### config.mk
export PLATFORM = sky130hd
export DESIGN_NAME = pipe_hazard_ctrl_flat
export DESIGN_NICKNAME = d
export VERILOG_FILES = /design/src/rtl/pipe_hazard_if.sv /design/src/rtl/pipe_hazard_ctrl.sv /design/src/flat_wrapper.sv
export SDC_FILE = /design/constraint.sdc
export NUM_CORES = 1
export LEC_CHECK = 0
export BUFFER_PORTS_ARGS = -buffer_cell sky130_fd_sc_hd__buf_4
export CORE_UTILIZATION = 44
export CTS_BUF_LIST = sky130_fd_sc_hd__clkbuf_16
export CTS_CLUSTER_DIAMETER = 30
export DETAILED_ROUTE_END_ITERATION = 7
export GPL_ROUTABILITY_DRIVEN = 0
export PLACE_DENSITY = 0.91
export RECOVER_POWER = 25
export SYNTH_ARGS = -nofsm -noshare
export SYNTH_HDL_FRONTEND = slang
export SYNTH_SLANG_ARGS = --single-unit
### constraint.sdc
create_clock -name clk -period 5.4 [get_ports clk]
set_clock_uncertainty 0.2 [all_clocks]
set_input_delay 0.27 -clock clk [delete_from_list [all_inputs] [get_ports clk]]
set_output_delay 0.27 -clock clk [all_outputs]
set_load 0.03 [all_outputs]
### src/rtl/pipe_hazard_if.sv
// Bundle of hazard-detection inputs and pipeline control outputs shared between
// the pipeline datapath (master) and the hazard controller (slave).
interface pipe_hazard_if #(
    parameter int CNT_W = 16
);
    logic [4:0]       id_rs1;
    logic [4:0]       id_rs2;
    logic [4:0]       ex_rd;
    logic             ex_memread;
    logic             ex_redirect;
    logic             mem_req;
    logic             mem_ack;
    logic             pc_en;
    logic             if_id_en;
    logic             if_id_flush;
    logic             id_ex_en;
    logic             id_ex_flush;
    logic             ex_mem_en;
    logic             mem_wb_en;
    logic             mem_wb_flush;
    logic             mem_err;
    logic [CNT_W-1:0] stall_cnt;
    logic [CNT_W-1:0] flush_cnt;

    modport master (
        output id_rs1, id_rs2, ex_rd, ex_memread, ex_redirect, mem_req, mem_ack,
        input  pc_en, if_id_en, if_id_flush, id_ex_en, id_ex_flush, ex_mem_en,
               mem_wb_en, mem_wb_flush, mem_err, stall_cnt, flush_cnt
    );

    modport slave (
        input  id_rs1, id_rs2, ex_rd, ex_memread, ex_redirect, mem_req, mem_ack,
        output pc_en, if_id_en, if_id_flush, id_ex_en, id_ex_flush, ex_mem_en,
               mem_wb_en, mem_wb_flush, mem_err, stall_cnt, flush_cnt
    );
endinterface

### src/rtl/pipe_hazard_ctrl.sv
// Stall/flush controller for the 5-stage RV32 pipeline with a data-memory timeout FSM.
// Define PIPE_HAZARD_PERF_EN to build the stall/flush performance counters.
module pipe_hazard_ctrl #(
    parameter int TIMEOUT = 16,
    parameter int CNT_W   = 16
) (
    input  logic         clk,
    input  logic         rst_n,
    pipe_hazard_if.slave hz
);
    typedef enum logic {RUN = 1'b0, MEM_WAIT = 1'b1} state_e;

    localparam logic [7:0] TIMER_LAST = 8'(TIMEOUT - 1);

    state_e     state_q, state_d;
    logic [7:0] timer_q, timer_d;
    logic       mem_err_q, mem_err_d;

    logic mem_stall;
    logic mem_abort;
    logic load_use;
    logic pc_en, if_id_en, if_id_flush, id_ex_en, id_ex_flush;
    logic ex_mem_en, mem_wb_en, mem_wb_flush;

    // Priority: memory stall, then redirect, then load-use; an abort only adds a WB kill.
    always_comb begin
        mem_stall = (state_q == RUN && hz.mem_req && !hz.mem_ack) ||
                    (state_q == MEM_WAIT && !hz.mem_ack && timer_q < TIMER_LAST);
        mem_abort = (state_q == MEM_WAIT) && !hz.mem_ack && (timer_q >= TIMER_LAST);
        load_use  = hz.ex_memread && (hz.ex_rd != 5'd0) &&
                    ((hz.ex_rd == hz.id_rs1) || (hz.ex_rd == hz.id_rs2));

        pc_en        = 1'b1;
        if_id_en     = 1'b1;
        if_id_flush  = 1'b0;
        id_ex_en     = 1'b1;
        id_ex_flush  = 1'b0;
        ex_mem_en    = 1'b1;
        mem_wb_en    = 1'b1;
        mem_wb_flush = 1'b0;

        if (mem_stall) begin
            pc_en        = 1'b0;
            if_id_en     = 1'b0;
            id_ex_en     = 1'b0;
            ex_mem_en    = 1'b0;
            mem_wb_flush = 1'b1;
        end else if (hz.ex_redirect) begin
            if_id_flush = 1'b1;
            id_ex_flush = 1'b1;
        end else if (load_use) begin
            pc_en       = 1'b0;
            if_id_en    = 1'b0;
            id_ex_flush = 1'b1;
        end

        if (mem_abort) begin
            mem_wb_flush = 1'b1;
        end

        if (!rst_n) begin
            pc_en        = 1'b0;
            if_id_en     = 1'b0;
            if_id_flush  = 1'b0;
            id_ex_en     = 1'b0;
            id_ex_flush  = 1'b0;
            ex_mem_en    = 1'b0;
            mem_wb_en    = 1'b0;
            mem_wb_flush = 1'b0;
        end
    end

    always_comb begin
        state_d   = state_q;
        timer_d   = timer_q;
        mem_err_d = mem_err_q;
        case (state_q)
            RUN: begin
                timer_d = 8'd0;
                if (hz.mem_req && !hz.mem_ack) begin
                    state_d = MEM_WAIT;
                end
            end
            MEM_WAIT: begin
                if (hz.mem_ack) begin
                    state_d = RUN;
                end else if (mem_abort) begin
                    state_d   = RUN;
                    mem_err_d = 1'b1;
                end else if (timer_q != 8'hFF) begin
                    timer_d = timer_q + 8'd1;
                end
            end
            default: state_d = RUN;
        endcase
    end

    always_ff @(posedge clk or negedge rst_n) begin
        if (!rst_n) begin
            state_q   <= RUN;
            timer_q   <= 8'd0;
            mem_err_q <= 1'b0;
        end else begin
            state_q   <= state_d;
            timer_q   <= timer_d;
            mem_err_q <= mem_err_d;
        end
    end

    assign hz.pc_en        = pc_en;
    assign hz.if_id_en     = if_id_en;
    assign hz.if_id_flush  = if_id_flush;
    assign hz.id_ex_en     = id_ex_en;
    assign hz.id_ex_flush  = id_ex_flush;
    assign hz.ex_mem_en    = ex_mem_en;
    assign hz.mem_wb_en    = mem_wb_en;
    assign hz.mem_wb_flush = mem_wb_flush;
    assign hz.mem_err      = mem_err_q && rst_n;

`ifdef PIPE_HAZARD_PERF_EN
    localparam logic [CNT_W-1:0] CNT_ONE = {{(CNT_W-1){1'b0}}, 1'b1};

    logic [CNT_W-1:0] stall_cnt_q, stall_cnt_d;
    logic [CNT_W-1:0] flush_cnt_q, flush_cnt_d;

    // Both counters saturate instead of wrapping.
    always_comb begin
        stall_cnt_d = stall_cnt_q;
        flush_cnt_d = flush_cnt_q;
        if (!pc_en && stall_cnt_q != '1) begin
            stall_cnt_d = stall_cnt_q + CNT_ONE;
        end
        if (!mem_stall && hz.ex_redirect && flush_cnt_q != '1) begin
            flush_cnt_d = flush_cnt_q + CNT_ONE;
        end
    end

    always_ff @(posedge clk or negedge rst_n) begin
        if (!rst_n) begin
            stall_cnt_q <= '0;
            flush_cnt_q <= '0;
        end else begin
            stall_cnt_q <= stall_cnt_d;
            flush_cnt_q <= flush_cnt_d;
        end
    end

    assign hz.stall_cnt = stall_cnt_q;
    assign hz.flush_cnt = flush_cnt_q;
`else
    assign hz.stall_cnt = '0;
    assign hz.flush_cnt = '0;
`endif
endmodule

### src/flat_wrapper.sv
// flat-port wrapper written by rule: the top's interface ports become plain ports
module pipe_hazard_ctrl_flat 
#(
    parameter int TIMEOUT = 16,
    parameter int CNT_W   = 16
)
  (clk, rst_n, hz_id_rs1, hz_id_rs2, hz_ex_rd, hz_ex_memread, hz_ex_redirect, hz_mem_req, hz_mem_ack, hz_pc_en, hz_if_id_en, hz_if_id_flush, hz_id_ex_en, hz_id_ex_flush, hz_ex_mem_en, hz_mem_wb_en, hz_mem_wb_flush, hz_mem_err, hz_stall_cnt, hz_flush_cnt);
  pipe_hazard_if #(.CNT_W(CNT_W)) hz_i ();
  input  logic clk;
  input  logic rst_n;
  input wire logic [$bits(hz_i.id_rs1)-1:0] hz_id_rs1;
  input wire logic [$bits(hz_i.id_rs2)-1:0] hz_id_rs2;
  input wire logic [$bits(hz_i.ex_rd)-1:0] hz_ex_rd;
  input wire logic [$bits(hz_i.ex_memread)-1:0] hz_ex_memread;
  input wire logic [$bits(hz_i.ex_redirect)-1:0] hz_ex_redirect;
  input wire logic [$bits(hz_i.mem_req)-1:0] hz_mem_req;
  input wire logic [$bits(hz_i.mem_ack)-1:0] hz_mem_ack;
  output wire logic [$bits(hz_i.pc_en)-1:0] hz_pc_en;
  output wire logic [$bits(hz_i.if_id_en)-1:0] hz_if_id_en;
  output wire logic [$bits(hz_i.if_id_flush)-1:0] hz_if_id_flush;
  output wire logic [$bits(hz_i.id_ex_en)-1:0] hz_id_ex_en;
  output wire logic [$bits(hz_i.id_ex_flush)-1:0] hz_id_ex_flush;
  output wire logic [$bits(hz_i.ex_mem_en)-1:0] hz_ex_mem_en;
  output wire logic [$bits(hz_i.mem_wb_en)-1:0] hz_mem_wb_en;
  output wire logic [$bits(hz_i.mem_wb_flush)-1:0] hz_mem_wb_flush;
  output wire logic [$bits(hz_i.mem_err)-1:0] hz_mem_err;
  output wire logic [$bits(hz_i.stall_cnt)-1:0] hz_stall_cnt;
  output wire logic [$bits(hz_i.flush_cnt)-1:0] hz_flush_cnt;
  assign hz_i.id_rs1 = hz_id_rs1;
  assign hz_i.id_rs2 = hz_id_rs2;
  assign hz_i.ex_rd = hz_ex_rd;
  assign hz_i.ex_memread = hz_ex_memread;
  assign hz_i.ex_redirect = hz_ex_redirect;
  assign hz_i.mem_req = hz_mem_req;
  assign hz_i.mem_ack = hz_mem_ack;
  assign hz_pc_en = hz_i.pc_en;
  assign hz_if_id_en = hz_i.if_id_en;
  assign hz_if_id_flush = hz_i.if_id_flush;
  assign hz_id_ex_en = hz_i.id_ex_en;
  assign hz_id_ex_flush = hz_i.id_ex_flush;
  assign hz_ex_mem_en = hz_i.ex_mem_en;
  assign hz_mem_wb_en = hz_i.mem_wb_en;
  assign hz_mem_wb_flush = hz_i.mem_wb_flush;
  assign hz_mem_err = hz_i.mem_err;
  assign hz_stall_cnt = hz_i.stall_cnt;
  assign hz_flush_cnt = hz_i.flush_cnt;
  pipe_hazard_ctrl #(.TIMEOUT(TIMEOUT), .CNT_W(CNT_W)) u_core (.clk(clk), .rst_n(rst_n), .hz(hz_i));
endmodule
## Word-level counts from Yosys, hierarchy flattened

Index checks and enable logic that the tools add are counted.

- Register bits after elaboration: 10
- Input bits: 21
- Output and inout bits: 41
- Word-level logic and storage cells: 54

- $add $sub $neg: 1
- $lt $le $gt $ge: 2
- Equal/unequal tests: 6
- Mux-type cells: 25
- Bitwise operators: 2
- Reduce and logical (&&, ||, !) cells: 15

Operator list:

| operator | number |
|---|---|
| 8-bit two-way mux | 3 |
| 1-bit two-way mux | 20 |
| 8-bit case mux with 2 select lines | 1 |
| 5-bit equality test | 2 |
| 1-bit logical AND | 9 |
| 8-bit by 1-bit adder with 8-bit output (second input constant) | 1 |
| 8-bit by 4-bit >= comparator with 1-bit output (second input constant) | 1 |
| 8-bit by 4-bit < comparator with 1-bit output (second input constant) | 1 |
| 8-bit inequality test (second input constant) | 1 |
| 2-bit inequality test (second input constant) | 3 |
| 3-bit AND reduction | 2 |
| 5-bit nonzero test | 1 |
| 1-bit logical OR | 2 |
| 1-bit NOT | 2 |
| 1-bit case mux with 2 select lines | 1 |
| 1-bit logical NOT | 1 |

## Longest topological paths before layout

- Word-level depth: 7
- Depth in mapped cells: 6
- Mapped depth without buffers: 5

## Worst setup path before layout

No wires, ideal clock.

- Kind: reg2out
- Start: register u_core.timer_q[6]
- End: output port hz_id_ex_flush
- Arrival: 1.951 ns
- Required time: 4.930 ns
- Setup slack: 2.979 ns
- Cell stages (with the launch flop): 6
- Path buffers: 1
- Cells stage by stage: dfrtp_1 -> or4_1 -> buf_2 -> o311a_4 -> and2_4 -> o21bai_1

- Longest elaborated chain between the ends: 5

RTL lines:

| what | line | text |
|---|---|---|
| from (decl) | pipe_hazard_ctrl.sv:16 | `logic [7:0] timer_q, timer_d;` |
| from (signal assigned) | pipe_hazard_ctrl.sv:105 | `timer_q <= timer_d;` |
| 8-bit by 4-bit < comparator with 1-bit output | pipe_hazard_ctrl.sv:28 | `(state_q == MEM_WAIT && !hz.mem_ack && timer_q < TIMER_LAST);` |
| 1-bit logical AND | pipe_hazard_ctrl.sv:28 |  |
| 1-bit logical OR | pipe_hazard_ctrl.sv:27 | `mem_stall = (state_q == RUN && hz.mem_req && !hz.mem_ack) \|\|` |
| 1-bit two-way mux | pipe_hazard_ctrl.sv:42 | `if (mem_stall) begin` |
| 1-bit two-way mux | pipe_hazard_ctrl.sv:61 | `if (!rst_n) begin` |
| to (decl) | flat_wrapper.sv:22 | `output wire logic [$bits(hz_i.id_ex_flush)-1:0] hz_id_ex_flush;` |

No other way between the ends.

## Worst setup path in the final report

Same ends and word-level chain as after synthesis.

==> impl_metrics.yaml <==
clocking:
  cts_max_level: 1
  clkSlewWorstSetupHoldPaths_ps: 40
  cts_tree: "yes"
  clk_latency_ps: 230
  clock-sinks: 10
  numCtsBuffers: 3
  clockBufferDepth: 2
  clock-root-buffer: "clkbuf_16"
global_route:
  grt_max_degree: 15
  grt_pass1_vias: 590
  gr-usage-all-layers_pct: 16.1
  grt.overflow.total: 0
  grt_pass1_wl_um: 2460
  antenna_found_initial: 0
sta:
  max_freq_ghz: 0.379
  rsz0062_at_grt: "no"
  setup_violations: 0
  timing.hold.ws_ps: 45.0
  finalCritPeriodShare_pct: 48.9
  finalSetupTns_ps: 0
  relSlewSlack_pct: 54.9
  worst_pin_slew_ps: 676
  period_needed_ps: 2640
  maxSlewViolCount: 0
  hold_violations: 0
setup_path:
  cp.arrival_ps: 2170
  path_class: "reg -> out"
  critical_path_peak_fanout: 6
  end_kind: "output pin"
  critPathRequiredTime_ps: 4930
  cp-start-kind: "flip-flop"
pwr:
  powerDensity_nw_per_um2: 268
  switching_share_pct: 31.2
  clkPwrFrac_pct: 44.7
  power_frac_seq_pct: 27.4
  cellLeakagePower_nw: 0.565
  p_sw_uw: 89.5
  vdd_ir_drop_max_uv: 129
  share_comb_of_total_power_pct: 27.9
  intPower_uw: 197
route:
  via_per_inst: 4.43
  dr.pass1.iters: 4
  num_vias: 673
  drc_errors: 0
  avgRoutedWirePerCell_um: 10.6
  drt-initial-drc-count: 4
  detail-route-antenna-nets: 0
  drt-total-wl_um: 1620
synthesis:
  postSynthCellCount: 100
  synth_ff_type: "dfrtp_1"
  syn_area_per_cell_um2: 8.96
  syn_area_um2: 896
  ys_seq_elements: 10
  synth_enable_flop_cells: 0
  async_flop_share_pct: 100
  synth_cell_types: 30
  ys_warn_count: 0
  ys_seq_area_share_pct: 27.9
die:
  start_util_pct: 49.2
  ios: 62
  die_area_um2: 2220
  die_y_um: 47.1
  rows: 15
  die_w_um: 47.1
  fp.coreArea_um2: 1820
placed_design:
  hpwl_um: 1350
  portBuffers: 29
cells_and_area:
  synthToLayoutAreaGrowth_pct: 19.6
  n_antenna_cell: 0
  drive_above_1_share_pct: 28.3
  fin_nets: 151
  mostFrequentLayoutCell: "conb_1"
  layout_common_cells: "conb_1 (32), buf_4 (28), xor2_1 (10), dfrtp_1 (10), nor2_1 (9)"
  fillers: 171
job:
  drv_cap: 0
outcome:
  status: "finished, final reports clean"
hold_path:
  hold_class: "in -> reg"
-- through the flow --
stage          area [um^2]  cells  util (%)  worst slack (ps)  power (mW)
4_1_cts               1070    152      59.0              2760       0.289
5_1_grt               1070    152      58.8              2700       0.297
3_3_place_gp           990    148      54.4              3050       0.157
6_report              1070    152      58.8              2760       0.287
3_5_place_dp           990    148      54.4              3020       0.159
2_1_floorplan         1010    131         -              2980       0.154
-- cells by family (layout without fill, tap and decap cells) --
logic type                 Yosys count  count (layout)  synth area share, %
buffers and inverters               38              34                 30.7
and+or+nand+nor                     28              28                 17.7
xor gates and xnor gates            13              13                 12.7
DFF                                 10              10                 27.9
AOI/OAI and AO/OA                    8               8                 7.96
adders and majority gates            1               1                 1.40
other                                1              32                0.419
muxes                                1               1                 1.12
-- critical path: stages (launching register included) --
cell	delay [ps]
dfrtp_1	360
or4_1	650
o311a_4	440
and2_4	160
o21bai_1	150
buf_4	170
-- worst paths after layout --
check	from	to	slack [ps]	cells past startpoint
max	u_core.timer_q[6]$_DFFE_PN0P_	hz_id_ex_flush	2760	5
min	hz_mem_ack	u_core.state_q$_DFF_PN0_	50	2
max reg2reg	u_core.timer_q[6]$_DFFE_PN0P_	u_core.timer_q[1]$_DFFE_PN0P_	3350	4
min reg2reg	u_core.mem_err_q$_DFFE_PN0P_	u_core.mem_err_q$_DFFE_PN0P_	280	1
max in group asynchronous	rst_n	u_core.timer_q[3]$_DFFE_PN0P_	4180	2
min in group asynchronous	rst_n	u_core.timer_q[0]$_DFFE_PN0P_	390	2
-- power groups by stage --
stage	Combinational, mW	Sequential [mW]	Clock, mW
floorplan	0.0748	0.0790	0
global placement	0.0776	0.0794	0
detailed placement	0.0793	0.0794	0
CTS	0.0800	0.0784	0.130
global route	0.0854	0.0788	0.133
finish	0.0799	0.0785	0.128
-- state kept, by name (all words and copies together), names as in the netlist --
| name | flops |
|---|---|
| u_core.state_q | 1 |
| u_core.mem_err_q | 1 |
| u_core.timer_q | 8 |
-- final cells by class --
type	count	area [um^2]	share of cell area, %
clock buffers	3	75.1	7.01
well taps	25	31.3	2.92
multi-input cells	83	487	45.4
repair buffers	30	224	20.9
flip-flops and latches	10	250	23.4
inverters	1	3.75	0.350
-- routing by layer --
layer	global-route usage (%)	part of all wire, %	up-vias	routed length, um
met1	17.3	35	312	570
met4	10.3	2.8	0	45
met5	0	0	-	0
met2	29.2	56	39	897
met3	2.69	6.3	5	102
li1	-	-	317	-
-- Yosys cell counts, types with 2 or more instances --
cell / count / share of area (%)
xor2_1: 10 / 9.8
dfrtp_1: 10 / 28
xnor2_1: 3 / 2.9
or4_1: 2 / 1.7
o21bai_1: 2 / 1.7
and2_1: 4 / 2.8
buf_4: 35 / 29
nor3_1: 4 / 2.2
nor2_1: 9 / 3.8
-- timing repair --
action / in CTS / in global routing
resized for setup: 0 / 0
endpoints found under the hold margin: 10 / 0
setup buffers: 0 / 0
hold buffers: 1 / 0
Power figures use the tool's default switching activity.
